**src/rtl/multdiv_ctrl.sv**
```systemverilog
// multdiv_ctrl: multi-cycle signed multiply/divide unit, one bit per cycle
module multdiv_ctrl #(
    parameter int WIDTH = 32
) (
    input  logic             clock,
    input  logic             reset,
    input  logic             ctrl_MULT,
    input  logic             ctrl_DIV,
    input  logic [WIDTH-1:0] data_operandA,
    input  logic [WIDTH-1:0] data_operandB,
    output logic [WIDTH-1:0] data_result,
    output logic             data_exception,
    output logic             data_resultRDY,
    output logic             busy
);
    localparam int CW = $clog2(WIDTH);
    typedef enum logic [1:0] {IDLE, MUL, DIV, DONE} state_t;
    state_t             state;
    logic [CW-1:0]      counter;
    logic [2*WIDTH-1:0] work;
    logic [WIDTH-1:0]   mag_a, mag_b;
    logic               neg, b_zero, is_div;
    logic               start;
    logic [WIDTH-1:0]   abs_a, abs_b;
    logic [2*WIDTH-1:0] mul_next, div_next, prod_s;
    logic [WIDTH:0]     diff;
    logic [WIDTH-1:0]   quo, res_next;
    logic               exc_next;
    // Shared datapath: shift-add multiply step, restoring divide step and the sign fix-up
    always_comb begin
        start    = ctrl_MULT | ctrl_DIV;
        abs_a    = data_operandA[WIDTH-1] ? -data_operandA : data_operandA;
        abs_b    = data_operandB[WIDTH-1] ? -data_operandB : data_operandB;
        mul_next = {work[2*WIDTH-2:0], 1'b0} + (mag_b[WIDTH-1] ? {{WIDTH{1'b0}}, mag_a} : '0);
        diff     = {1'b0, work[2*WIDTH-2:WIDTH-1]} - {1'b0, mag_b};
        div_next = diff[WIDTH] ? {work[2*WIDTH-2:0], 1'b0} : {diff[WIDTH-1:0], work[WIDTH-2:0], 1'b1};
        prod_s   = neg ? -work : work;
        quo      = neg ? -work[WIDTH-1:0] : work[WIDTH-1:0];
        res_next = is_div ? (b_zero ? '0 : quo) : prod_s[WIDTH-1:0];
        exc_next = is_div ? (b_zero | (!neg & work[WIDTH-1]))
                          : !(&prod_s[2*WIDTH-1:WIDTH-1] | ~|prod_s[2*WIDTH-1:WIDTH-1]);
    end
    // Sequencer: a start in any state restarts; otherwise iterate WIDTH times, then finish
    always_ff @(posedge clock) begin
        if (reset) begin
            state          <= IDLE;
            counter        <= '0;
            work           <= '0;
            mag_a          <= '0;
            mag_b          <= '0;
            neg            <= 1'b0;
            b_zero         <= 1'b0;
            is_div         <= 1'b0;
            data_result    <= '0;
            data_exception <= 1'b0;
            data_resultRDY <= 1'b0;
            busy           <= 1'b0;
        end else begin
            data_resultRDY <= 1'b0;
            if (start) begin
                state   <= ctrl_MULT ? MUL : DIV;
                is_div  <= !ctrl_MULT;
                counter <= '0;
                mag_a   <= abs_a;
                mag_b   <= abs_b;
                neg     <= data_operandA[WIDTH-1] ^ data_operandB[WIDTH-1];
                b_zero  <= data_operandB == '0;
                work    <= ctrl_MULT ? '0 : {{WIDTH{1'b0}}, abs_a};
                busy    <= 1'b1;
            end else begin
                case (state)
                    MUL: begin
                        work    <= mul_next;
                        mag_b   <= mag_b << 1;
                        counter <= counter + 1'b1;
                        state   <= counter == CW'(WIDTH - 1) ? DONE : MUL;
                    end
                    DIV: begin
                        work    <= div_next;
                        counter <= counter + 1'b1;
                        state   <= counter == CW'(WIDTH - 1) ? DONE : DIV;
                    end
                    DONE: begin
                        data_result    <= res_next;
                        data_exception <= exc_next;
                        data_resultRDY <= 1'b1;
                        state          <= IDLE;
                    end
                    default: busy <= 1'b0;
                endcase
            end
        end
    end
endmodule

```
**config.mk**
```make
export PLATFORM = sky130hd
export DESIGN_NAME = multdiv_ctrl
export DESIGN_NICKNAME = d
export VERILOG_FILES = /design/src/rtl/multdiv_ctrl.sv
export SDC_FILE = /design/constraint.sdc
export NUM_CORES = 1
export LEC_CHECK = 0
export ABC_CLOCK_PERIOD_IN_PS = 6780
export CAP_MARGIN = 0
export CORE_ASPECT_RATIO = 0.9
export CORE_MARGIN = 1
export CORE_UTILIZATION = 50
export CTS_BUF_LIST = sky130_fd_sc_hd__clkbuf_16
export CTS_CLUSTER_DIAMETER = 60
export DETAILED_ROUTE_END_ITERATION = 10
export DONT_BUFFER_PORTS = 1
export HOLD_SLACK_MARGIN = 0.03
export SETUP_SLACK_MARGIN = 0.3
export SYNTH_ARGS = -nofsm -noshare
export SYNTH_HDL_FRONTEND = slang
export SYNTH_SLANG_ARGS = --single-unit
```
**constraint.sdc**
```tcl
create_clock -name clock -period 6.78 [get_ports clock]
set_input_delay 1.017 -clock clock [delete_from_list [all_inputs] [get_ports clock]]
set_output_delay 1.017 -clock clock [all_outputs]
set_load 0.1 [all_outputs]
```
==> impl_metrics.env, run 1 <==
export IMPL_synthArstFlopShare=0
export IMPL_top_layer_used="met4"
export IMPL_drt_first_pass_iters=6
export IMPL_vias_per_cell=6.28
export IMPL_cts_resized=0
export IMPL_postLayoutCellArea_um2=15100
export IMPL_synth_seq_cells=173
export IMPL_ys_flop_type="dfxtp_1"
export IMPL_arrival_ps=4980
export IMPL_fin_skew_ps=10.2
export IMPL_synthSimpleGateAreaFrac=0.228
export IMPL_cts_tree="done"
export IMPL_syn_avg_cell_area_um2=7.44
export IMPL_grt_max_degree=137
export IMPL_vdd_drop_max_uv=172
export IMPL_synth_compound_area_share=0.279
export IMPL_critPathKind="flip-flop to flip-flop"
export IMPL_antenna_cells=0
export IMPL_nFillCells=2758
export IMPL_grt_pass1_wl_um=69700
export IMPL_worstSetupStartpoint="work[31]"
export IMPL_route_met3_wl_um=4570
export IMPL_hpwl_um=33000
export IMPL_postPlaceCellArea_um2=14500
export IMPL_dr_first_iter_drc_count=1313
export IMPL_yosys_top_cells_area="dfxtp_1, xnor2_1, ha_1, nor2_1, o21ai_0"
export IMPL_fin_nets=1979
export IMPL_setup_tns_final_ps=0
export IMPL_numCtsBuffers=17
export IMPL_synth_fa_ha_area_frac=0.0652
export IMPL_holdCritPathClass="flip-flop to flip-flop"
export IMPL_synth_top_area_frac=0.240
export IMPL_place_worst_setup_slack_ps=2260
export IMPL_io_buffers=0
export IMPL_gp_congestion=0.955
export IMPL_core_area_um2=28200
export IMPL_syn_instance_count=1941
export IMPL_synth_edf_count=0
export IMPL_status="finished, final reports clean"
export IMPL_placementRows=58
export IMPL_slew_headroom=0.260
export IMPL_antenna_found_initial=0
export IMPL_fin_ws_ps=2180
export IMPL_grt_setup_unrepaired="false"
export IMPL_drive_above_1_share=0.0389
export IMPL_ant_nets=0
export IMPL_hold_violations=0
export IMPL_wl_um=44400
export IMPL_setup_viol=0
export IMPL_clock_sinks=173
export IMPL_cp_max_fo=24
export IMPL_grt_pass1_vias=12421
export IMPL_whs_ps=494
export IMPL_dieHeight_um=163
export IMPL_maxClockFrequency_mhz=217
export IMPL_min_period_ps=4600
export IMPL_required_ps=7160
export IMPL_clkSlewWorstSetupHoldPaths_ps=70
export IMPL_cts_max_level=4
export IMPL_cts_root_buf="clkbuf_16"
export IMPL_die_area_um2=29600
export IMPL_wl_met2_um=17100
export IMPL_max_cap_violations=0
export IMPL_power_density_nw_per_um2=183
export IMPL_yosysUniqueCellTypes=70
export IMPL_io_pins=103
export IMPL_ctsHoldBuffers=0
export IMPL_yosys_warnings=0
export IMPL_synth_top_cell_by_area="dfxtp_1"
export IMPL_grt_usage=0.300
export IMPL_die_w_um=181
export IMPL_post_cts_setup_buffers=0
export IMPL_cts_max_path_buffers=2
export IMPL_overflow=0
export IMPL_muxShareOfSynthArea=0.0285
export IMPL_endpoint="work[46]"
export IMPL_r2r_end="work[46]"
export IMPL_initial_utilization=0.513
export IMPL_routed_via_count=13871
export IMPL_wire_per_inst_um=20.1
export IMPL_fin_crit_sh=0.679
export IMPL_post_route_drc_count=0
export IMPL_regToRegSetupSlack_ps=2180
export IMPL_drt_met1_wl_um=22200
export IMPL_synth_xor_area_share=0.106
export IMPL_synth_top_family_by_area="compound AO/OA/AOI/OAI gates"
export IMPL_syn_to_final_growth_pct=4.36
export IMPL_tightest_slew_ps=1110
export IMPL_syn_nets=2083
export IMPL_final_max_slew_viol_count=0
export IMPL_r2r_cells=15
export IMPL_crit_path_start_kind="flip-flop"
export IMPL_p_leak_uw=0.00586
export IMPL_endpoint_kind="flip-flop"
export IMPL_seq_area_frac_synth=0.240
export IMPL_r2r_start="work[31]"
export IMPL_clock_latency_ps=440
export IMPL_min_from="mag_a[3]"
export IMPL_syn_area_um2=14400
## final cells by class
cell class                 instances  area [um2]  area share
clock buffer                      17         425      0.0282
timing repair buffer              15         113     0.00748
tap                              360         450      0.0299
clock inverter                    15         144     0.00955
inverter                          63         236      0.0157
multi-input combinational       1567       10200       0.679
sequential                       173        3460       0.230
## worst max-delay path, cell delays in order (launching register included)
cell and delay (ps):
dfxtp_1 450, inv_1 170, ha_1 260, fa_1 400, nand2b_1 180, a21oi_1 240, o2111ai_1 240, a22oi_1 440
a31oi_1 240, o31a_1 280, buf_4 220, nor2_2 660, buf_4 320, nor3_1 70, a221oi_1 220, a22o_1 150
## where the power goes
part           internal [uW]  leakage, uW  switching, uW  total [uW]
sequential              1070      0.00142           82.4        1150
clock                    542     0.000280            448         990
combinational            246      0.00417            368         614
## cells in the mapped netlist (8+ instances only)
library cell	number
o31ai_1	38
nand3_1	21
xnor2_1	108
and3_1	18
a22oi_1	39
a21o_1	36
nand2b_1	25
ha_1	72
nor4_1	15
clkbuf_1	126
nor2b_1	8
nand3b_1	12
or4_1	26
o221ai_1	9
nand2_1	158
inv_1	63
a32oi_1	8
nand4_1	19
and2_1	45
a211oi_1	82
or3_1	18
nand4b_1	8
o41ai_1	18
a31oi_1	15
mux2i_1	40
o21ai_0	132
dfxtp_1	173
xor2_1	67
nor2_1	221
o21bai_1	8
a32o_1	9
a21oi_1	123
or2_2	12
o211ai_1	16
nor3_1	47
## flip-flops by register name, indices dropped and copies added (netlist names)
name / cells
work: 64
data_result: 32
mag_a: 32
mag_b: 32
counter: 5
state: 2
b_zero: 1
busy: 1
data_exception: 1
data_resultRDY: 1
is_div: 1
neg: 1
## routing by layer
layer,global-route usage,up-vias
li1,-,6886
met1,0.457,6400
met2,0.402,547
met3,0.0872,38
met4,0.0682,0
met5,0,-
## placed cells by master (no fill, tap or decap), types with 19 or more instances in the layout
| cell | n |
|---|---|
| a211oi_1 | 82 |
| a21oi_1 | 122 |
| nand2_1 | 158 |
| ha_1 | 70 |
| dfxtp_1 | 172 |
| a22oi_1 | 39 |
| nand3_1 | 21 |
| and2_1 | 45 |
| nand2b_1 | 25 |
| or4_1 | 26 |
| inv_1 | 63 |
| a21o_1 | 36 |
| xor2_1 | 67 |
| xnor2_1 | 108 |
| nor3_1 | 46 |
| o31ai_1 | 38 |
| mux2i_1 | 40 |
| o21ai_0 | 132 |
| nor2_1 | 218 |
| nand4_1 | 19 |
## how the worst min path moves through the flow
stage,to,depth (start not counted)
after floorplan,mag_a[0],2
after global placement,mag_a[31],2
after detailed placement,mag_a[3],2
after CTS,mag_a[3],2
after global routing,mag_a[28],2
final,mag_a[3],2
## cell families after synthesis
logic type	Yosys count
AO/OA/AOI/OAI	606
XOR/XNOR	175
adder cells (fa/ha/maj)	74
buffers and inverters	201
flip-flops	173
multiplexers	41
AND/OR/NAND/NOR	671
## metrics by stage
step / instances / power (uW) / util
finish: 2210 / 2750 / 0.535
global route: 2210 / 2890 / 0.535
CTS: 2210 / 2760 / 0.535
detailed placement: 2178 / 1780 / 0.515
global placement: 2178 / 1770 / 0.515
floorplan: 1941 / 1640 / -
(Power assumes the default switching activity.)
==> run 2: changes to the inputs <==
--- a/config.mk
+++ b/config.mk
@@ -5,7 +5,7 @@
 export SDC_FILE = /design/constraint.sdc
 export NUM_CORES = 1
 export LEC_CHECK = 0
-export ABC_CLOCK_PERIOD_IN_PS = 6780
+export ABC_CLOCK_PERIOD_IN_PS = 4200
 export CAP_MARGIN = 0
 export CORE_ASPECT_RATIO = 0.9
 export CORE_MARGIN = 1
@@ -15,6 +15,7 @@
 export DETAILED_ROUTE_END_ITERATION = 10
 export DONT_BUFFER_PORTS = 1
 export HOLD_SLACK_MARGIN = 0.03
+export PLACE_DENSITY = 0.68
 export SETUP_SLACK_MARGIN = 0.3
 export SYNTH_ARGS = -nofsm -noshare
 export SYNTH_HDL_FRONTEND = slang
==> constraint.sdc (replaced) <==
create_clock -name clock -period 4.2 [get_ports clock]
set_input_delay 0.63 -clock clock [delete_from_list [all_inputs] [get_ports clock]]
set_output_delay 0.63 -clock clock [all_outputs]
set_load 0.1 [all_outputs]
==> run 2 against run 1 <==
  * Clock power rose by 67%
  * Routed wire length increased by 2.4%
  * Worst setup slack got worse by 1700 ps
  * Hold slack lost 240 ps
  * Critical endpoint is now data_exception
  * Register-to-register slack lost 1700 ps
  * Flip-flop and latch count unchanged
  * Non-clock buffer count increased by 58
==> impl_metrics.env, run 2 (synthesis gave the netlist of run 1 again) <==
export IMPL_status="finished, final reports clean"
export IMPL_dr_first_iter_drc_count=1502
export IMPL_switching_share=0.331
export IMPL_r2r_end="data_exception"
export IMPL_min_from="reset"
export IMPL_arrival_ps=4060
export IMPL_holdPathEnd="mag_a[0]"
export IMPL_max_cap_violations=0
export IMPL_wl_um=45500
export IMPL_drive_above_1_share=0.0755
export IMPL_grt_pass1_vias=12846
export IMPL_critPathMaxStageDelay_ps=520
export IMPL_p_leak_uw=0.00617
export IMPL_clock_sinks=173
export IMPL_antenna_cells=0
export IMPL_ant_nets=0
export IMPL_setup_tns_final_ps=0
export IMPL_p_int_uw=3040
export IMPL_vias_per_cell=6.31
export IMPL_critPathKind="flip-flop to flip-flop"
export IMPL_fin_crit_sh=0.891
export IMPL_fin_skew_ps=19.8
export IMPL_dieHeight_um=163
export IMPL_core_area_um2=28200
export IMPL_post_route_drc_count=0
export IMPL_holdCritPathClass="input pin to flip-flop"
export IMPL_overflow=0
export IMPL_syn_to_final_growth_pct=7.90
export IMPL_fin_ws_ps=459
export IMPL_grt_setup_unrepaired="true"
export IMPL_regToRegSetupSlack_ps=460
export IMPL_slew_headroom=0.295
export IMPL_ctsHoldBuffers=0
export IMPL_tightest_slew_ps=1050
export IMPL_largest_register="work"
export IMPL_routed_via_count=14306
export IMPL_critPathTopFamily="simple AND/OR/NAND/NOR gates"
export IMPL_grt_pass1_wl_um=71300
export IMPL_drt_first_pass_iters=5
export IMPL_fin_cells=2268
export IMPL_gp_congestion=0.967
export IMPL_clock_latency_ps=450
export IMPL_min_period_ps=3740
export IMPL_pwr_share_comb=0.231
export IMPL_io_pins=103
export IMPL_wire_per_inst_um=20.0
export IMPL_fin_nets=2037
export IMPL_switchingPower_uw=1500
export IMPL_endpoint_kind="flip-flop"
export IMPL_cts_max_path_buffers=2
export IMPL_mostFrequentLayoutCells="nor2_1, dfxtp_1, nand2_1"
export IMPL_final_max_slew_viol_count=0
export IMPL_cts_max_level=4
export IMPL_cp_max_fo=7
export IMPL_place_inst=2236
export IMPL_pwr_share_clk=0.363
export IMPL_seq_power_share=0.406
export IMPL_clkSlewWorstSetupHoldPaths_ps=80
export IMPL_placementRows=58
export IMPL_cts_tree="done"
export IMPL_required_ps=4520
export IMPL_numCtsBuffers=17
export IMPL_place_worst_setup_slack_ps=234
export IMPL_hold_path_depth=1
export IMPL_vdd_drop_max_uv=276
export IMPL_maxClockFrequency_mhz=267
export IMPL_initial_utilization=0.513
export IMPL_r2r_cells=11
export IMPL_nFillCells=2743
export IMPL_path_cells="or4_4 -> or3_1 -> or3_4 -> or3_4 -> or3_4 -> xnor2_1 -> o31ai_1 -> a32oi_1 -> or4_1 -> o21ai_1 -> a31oi_1"
export IMPL_slowest_stage="or4_1"
export IMPL_hold_violations=0
export IMPL_final_common_cell="nor2_1"
export IMPL_crit_buf_inv=0
export IMPL_grt_usage=0.304
export IMPL_r2r_start="work[43]"
export IMPL_antenna_found_initial=0
export IMPL_hpwl_um=34000
export IMPL_power_density_nw_per_um2=291
export IMPL_crit_path_start_kind="flip-flop"
export IMPL_die_area_um2=29600
export IMPL_setup_viol=0
export IMPL_largest_reg_flops=64
export IMPL_grt_max_degree=137
export IMPL_cts_root_buf="clkbuf_16"
export IMPL_crit_top_cell="or3_4"
export IMPL_io_buffers=0
export IMPL_die_w_um=181
==> run 2: changes by cell type in the layout (fill, tap and decap cells not counted), sizes merged <==
cell      previous run  this run
inv                 67        69
clkinv               8         5
clkinvlp             1         2
buf                 15        73
==> run 2: through the flow <==
stage	instance area, um2	hold WS (ps)	power (uW)	utilization
floorplan	14400	432	2650	-
detailed placement	14900	467	2900	0.530
CTS	15500	251	4520	0.551
finish	15600	252	4540	0.553
global placement	14900	459	2890	0.530
global route	15600	254	4740	0.553
==> run 2: worst max-delay path by stage <==
stage / start / endpoint / slack (ps) / depth (start not counted)
after floorplan: work[40] / data_exception / 520 / 13
after global placement: data_operandA[3] / work[27] / 330 / 10
after detailed placement: data_operandA[9] / work[27] / 230 / 10
after CTS: work[11] / data_exception / 350 / 11
after global routing: work[11] / data_exception / 240 / 11
final: work[43] / data_exception / 460 / 11
==> run 2: metal layers <==
layer | track usage | part of all wire | wire length (um) | up-vias
met5 | 0 | 0 | 0 | -
met4 | 0.0716 | 0.015 | 684 | 0
met3 | 0.0689 | 0.10 | 4660 | 54
met2 | 0.422 | 0.39 | 17900 | 626
met1 | 0.464 | 0.49 | 22200 | 6634
li1 | - | - | - | 6992
==> run 2: cell type report <==
cell class                 count  area [um2]  area share
multi-input combinational   1567       10300       0.660
sequential                   173        3460       0.222
timing repair buffer          73         561      0.0360
tap                          360         450      0.0289
clock buffer                  17         425      0.0273
inverter                      63         236      0.0152
clock inverter                15         158      0.0101
==> run 2: what timing repair did <==
item / CTS / global route
setup endpoints to repair: 0 / 8
hold endpoints to repair: 0 / 0
setup buffers: 0 / 0
resized for setup: 0 / 13
==> run 2: power groups by stage <==
stage,clock network [uW],logic [uW],registers [uW]
global route,1730,1150,1850
finish,1650,1050,1840
floorplan,0,807,1840
CTS,1660,1030,1840
global placement,0,1010,1870
detailed placement,0,1020,1880
